`src/rtl/cdb_arbiter.sv`:
```
// Round-robin arbiter for the common data bus: picks one completed unit result
// per cycle, broadcasts it on a registered CDB and acks the winning unit.
module cdb_arbiter #(
    parameter int unsigned N_UNITS   = 5,
    parameter int unsigned WORD_SIZE = 32,
    parameter int unsigned TAG_SIZE  = 8
) (
    input  logic                           clk,
    input  logic                           rst_n,
    input  logic [N_UNITS-1:0]             req,
    input  logic [N_UNITS*TAG_SIZE-1:0]    tag_in,
    input  logic [N_UNITS*WORD_SIZE-1:0]   data_in,
    input  logic                           flush,
    output logic [N_UNITS-1:0]             ack,
    output logic                           cdb_valid,
    output logic [TAG_SIZE-1:0]            cdb_tag,
    output logic [WORD_SIZE-1:0]           cdb_data,
    output logic [2:0]                     cdb_unit,
    output logic                           tag_err
);

    localparam int unsigned UNIT_W = 3;
    localparam logic [TAG_SIZE-1:0] RSVD_TAG = TAG_SIZE'(8'h7F);

    logic [TAG_SIZE-1:0]  tag_arr  [N_UNITS];
    logic [WORD_SIZE-1:0] data_arr [N_UNITS];

    logic [N_UNITS-1:0]   ack_q,   ack_d;
    logic                 valid_q, valid_d;
    logic [TAG_SIZE-1:0]  tag_q,   tag_d;
    logic [WORD_SIZE-1:0] data_q,  data_d;
    logic [UNIT_W-1:0]    unit_q,  unit_d;
    logic                 err_q,   err_d;
    logic [UNIT_W-1:0]    ptr_q,   ptr_d;

    logic [N_UNITS-1:0]   elig;
    logic                 found;
    logic [UNIT_W-1:0]    win;
    logic [UNIT_W-1:0]    idx;

    // Unpack the flat per-unit buses.
    for (genvar i = 0; i < N_UNITS; i++) begin : g_unpack
        assign tag_arr[i]  = tag_in[i*TAG_SIZE +: TAG_SIZE];
        assign data_arr[i] = data_in[i*WORD_SIZE +: WORD_SIZE];
    end

    // A unit acked last cycle still shows its old req, so mask it out this cycle.
    always_comb begin
        elig  = req & ~ack_q;
        found = 1'b0;
        win   = '0;
        idx   = '0;
        for (int unsigned k = 0; k < N_UNITS; k++) begin
            idx = UNIT_W'((32'(ptr_q) + k) % N_UNITS);
            if (!found && elig[idx]) begin
                found = 1'b1;
                win   = idx;
            end
        end
    end

    always_comb begin
        ack_d   = '0;
        valid_d = 1'b0;
        tag_d   = RSVD_TAG;
        data_d  = data_q;
        unit_d  = unit_q;
        err_d   = err_q;
        ptr_d   = ptr_q;
        if (flush) begin
            ptr_d = '0;
        end else if (found) begin
            ack_d = N_UNITS'(1) << win;
            ptr_d = (32'(win) == N_UNITS - 1) ? '0 : win + UNIT_W'(1);
            // Reserved-tag winner is consumed but never broadcast.
            if (tag_arr[win] == RSVD_TAG) begin
                err_d = 1'b1;
            end else begin
                valid_d = 1'b1;
                tag_d   = tag_arr[win];
                data_d  = data_arr[win];
                unit_d  = win;
            end
        end
    end

    always_ff @(posedge clk or negedge rst_n) begin
        if (!rst_n) begin
            ack_q   <= '0;
            valid_q <= 1'b0;
            tag_q   <= RSVD_TAG;
            data_q  <= '0;
            unit_q  <= '0;
            err_q   <= 1'b0;
            ptr_q   <= '0;
        end else begin
            ack_q   <= ack_d;
            valid_q <= valid_d;
            tag_q   <= tag_d;
            data_q  <= data_d;
            unit_q  <= unit_d;
            err_q   <= err_d;
            ptr_q   <= ptr_d;
        end
    end

    assign ack       = ack_q;
    assign cdb_valid = valid_q;
    assign cdb_tag   = tag_q;
    assign cdb_data  = data_q;
    assign cdb_unit  = unit_q;
    assign tag_err   = err_q;

endmodule

```
`config.mk`:
```
export PLATFORM = sky130hd
export DESIGN_NAME = cdb_arbiter
export DESIGN_NICKNAME = d
export VERILOG_FILES = /design/src/rtl/cdb_arbiter.sv
export SDC_FILE = /design/constraint.sdc
export NUM_CORES = 1
export LEC_CHECK = 0
export CAP_MARGIN = 25
export CORE_MARGIN = 2
export CORE_UTILIZATION = 43
export DETAILED_ROUTE_END_ITERATION = 6
export GPL_TIMING_DRIVEN = 0
export HOLD_SLACK_MARGIN = 0.15
export MAX_ROUTING_LAYER = met4
export PLACE_DENSITY_LB_ADDON = 0.12
export SLEW_MARGIN = 20
export SYNTH_ARGS = -nofsm -noshare
export SYNTH_HDL_FRONTEND = slang
export SYNTH_SLANG_ARGS = --single-unit
```
`constraint.sdc`:
```
create_clock -name clk -period 7.9 [get_ports clk]
set_input_delay 1.58 -clock clk [delete_from_list [all_inputs] [get_ports clk]]
set_output_delay 1.58 -clock clk [all_outputs]
set_load 0.05 [all_outputs]
```
==> reports/results.tsv <==
metric	value	unit
final_common_cell	clkdlybuf4s50_1	
avgViaCountPerCell	5.51	
path_max_fanout	10	
fmax	137	MHz
grt_pass1_wl	31000	um
antenna_found_initial	0	
hp-class	flip-flop to flip-flop	
path_clk_slew	80	ps
yosys.area_share.simple	16.3	%
worst_path_max_delay_cell	mux4_2	
grt_max_degree	54	
synth.area.mux_share	27.1	%
cts_tree	built	
path_class	flip-flop to flip-flop	
drc_errors	0	
die_area	13700	sq um
rows	41	
firstDrtPassIters	5	
io_pins	258	
synth_area	5490	sq um
yosysSeqAreaShare	24.3	%
post_drt_wl_per_cell	19.3	um
routabilityCongestion	0.948	
start_util	43.8	%
grt_pass1_vias	6042	
skew	13.8	ps
synth_xor_area_share	1.41	%
totalWireLength	20400	um
layout.nets	1117	
cpPeakStageDelay	570	ps
ys_types	80	
synthAdderAreaFrac	5.24	%
synth-compound-area-share	20.7	%
postRouteAntennaNets	0	
dp_hpwl	16800	um
maxCapViolCount	0	
drive_above_1_share	14.3	%
syn-num-nets	853	
synthArstFlopShare	100	%
core-area	12500	sq um
drt_iter0_drc	401	
tns	0	ps
ys_seq_elements	53	
rsz0062_at_grt	no	
grt_usage	30.4	%
area_delta_synth_final	53.6	%
clock_latency	310	ps
critPathLaunchType	flip-flop	
fin_crit_sh	92.5	%
synth_top_area_share	21.0	%
portBuffers	257	
post-cts-setup-buffers	0	
regToRegEndpoint	cdb_data[23]	
reg2reg_slack	590	ps
synth_area_leader_cell	dfrtp_1	
crit_arrival	7500	ps
ys_warn_count	0	
antennaDiodeCount	0	
outcome	finished clean	
grt_overflow	0	
mostFrequentLayoutCells	256 x clkdlybuf4s50_1, 90 x nand2_1, 76 x o21ai_0, 50 x mux2i_1, 46 x dfrtp_1	
max-slew-margin-rel	49.3	%
die_h	117	um
synth-edff-count	0	
finalSetupViolCount	0	
worst_pin_slew	760	ps
clock_path_buffers	2	
holdPathStages	1	
synth_cells	622	
synth_area_leaders	dfrtp_1 21%, mux2i_1 9.1%, mux2_2 9.0%	
min_from	tag_err	
synth_ff_type	dfrtp_1	
whs_endpoint	tag_err	
cp_data_required_time	8090	ps
num_vias	5832	
clock-sinks	53	
fin_crit	7310	ps
crit_path_start	ptr_q[0]	
die_w	117	um
finalMaxSlewViolations	0	
finalHoldViolations	0	
synth_top_family_by_area	multiplexers	
cts_root_buffer	clkbuf_16	
syn_avg_cell_area	8.82	sq um
r2r_cells	25	
end_kind	flip-flop	
htreeDepth	2	
cts-buffers-inserted	5	
reg2reg_from	ptr_q[0]	
-- metrics by stage --
stage / setup WS, ps / instance area (sq um) / instances / hold slack, ps / utilization, %
after floorplan: 1780 / 5490 / 622 / 771 / -
after global placement: 746 / 8280 / 1051 / 468 / 66.1
after detailed placement: 631 / 8270 / 1051 / 461 / 66.1
after CTS: 591 / 8420 / 1059 / 489 / 67.3
after global routing: 41.8 / 8430 / 1059 / 533 / 67.4
final: 589 / 8430 / 1059 / 481 / 67.4
-- critical path: cells and delay by family (launching register included) --
family | cells | cell delay, ps
AOI/OAI and AO/OA | 5 | 1380
xor gates and xnor gates | 2 | 480
adders and majority gates | 3 | 870
buffers and inverters | 8 | 2150
DFF | 1 | 560
muxes | 2 | 870
and+or+nand+nor | 5 | 860
-- synth_stat cells (6+ instances only) --
| master | n |
|---|---|
| nand2_1 | 90 |
| o21ai_0 | 76 |
| mux2i_1 | 50 |
| dfrtp_1 | 46 |
| mux2_2 | 44 |
| mux2_4 | 29 |
| a21oi_1 | 24 |
| ha_1 | 23 |
| nor2_1 | 18 |
| clkbuf_1 | 15 |
| inv_1 | 15 |
| nand2b_1 | 14 |
| buf_1 | 11 |
| nor3_1 | 11 |
| buf_2 | 10 |
| nor2b_1 | 10 |
| o211ai_1 | 8 |
| a211oi_1 | 7 |
| dfstp_2 | 7 |
| and3_1 | 6 |
| xnor2_1 | 6 |
-- state kept, by name, summed over array words and instances (netlist names) --
name / flops
cdb_valid: 1
ptr_q: 3
cdb_tag: 8
ack: 5
cdb_unit: 3
tag_err: 1
cdb_data: 32
-- cell families (layout without fill, tap and decap cells) --
logic type,Yosys count,in the layout
buffers and inverters,59,324
AO/OA/AOI/OAI,169,169
XOR/XNOR,8,8
adder cells (fa/ha/maj),23,23
multiplexers,126,126
AND/OR/NAND/NOR,184,184
flip-flops,53,53
-- routing by layer --
| metal | up-vias | share of wire, % | GRT usage [%] |
|---|---|---|---|
| met5 | - | 0 | - |
| met4 | 0 | 3.1 | 9.88 |
| met3 | 46 | 6.1 | 7.05 |
| met2 | 220 | 51 | 53.3 |
| met1 | 2768 | 40 | 34.3 |
| li1 | 2798 | - | - |
-- cell type report --
class,instances,area (sq um)
Sequential cell,53,1340
Buffer,41,201
Inverter,18,67.6
Tap cell,172,215
Fill cell,1062,4090
Clock buffer,5,125
Multi-Input combinational cell,510,3890
Timing Repair Buffer,257,2570
Clock inverter,3,26.3
-- how the worst max path moves through the flow --
| stage | end | slack [ps] | depth (start not counted) |
|---|---|---|---|
| 4_1_cts | cdb_data[0] | 590 | 26 |
| 2_1_floorplan | cdb_data[10] | 1780 | 27 |
| 3_3_place_gp | cdb_data[0] | 750 | 26 |
| 6_report | cdb_data[23] | 590 | 25 |
| 3_5_place_dp | cdb_data[30] | 630 | 25 |
| 5_1_grt | cdb_data[23] | 40 | 25 |
-- repair_timing --
action,in CTS,in global routing
gates resized for setup,0,2
endpoints found under the setup margin,0,1
hold buffers,0,0
Power is left out: the tool's default activity adds up to more than one toggle a clock period on the data nets, which glitch-free logic cannot reach.
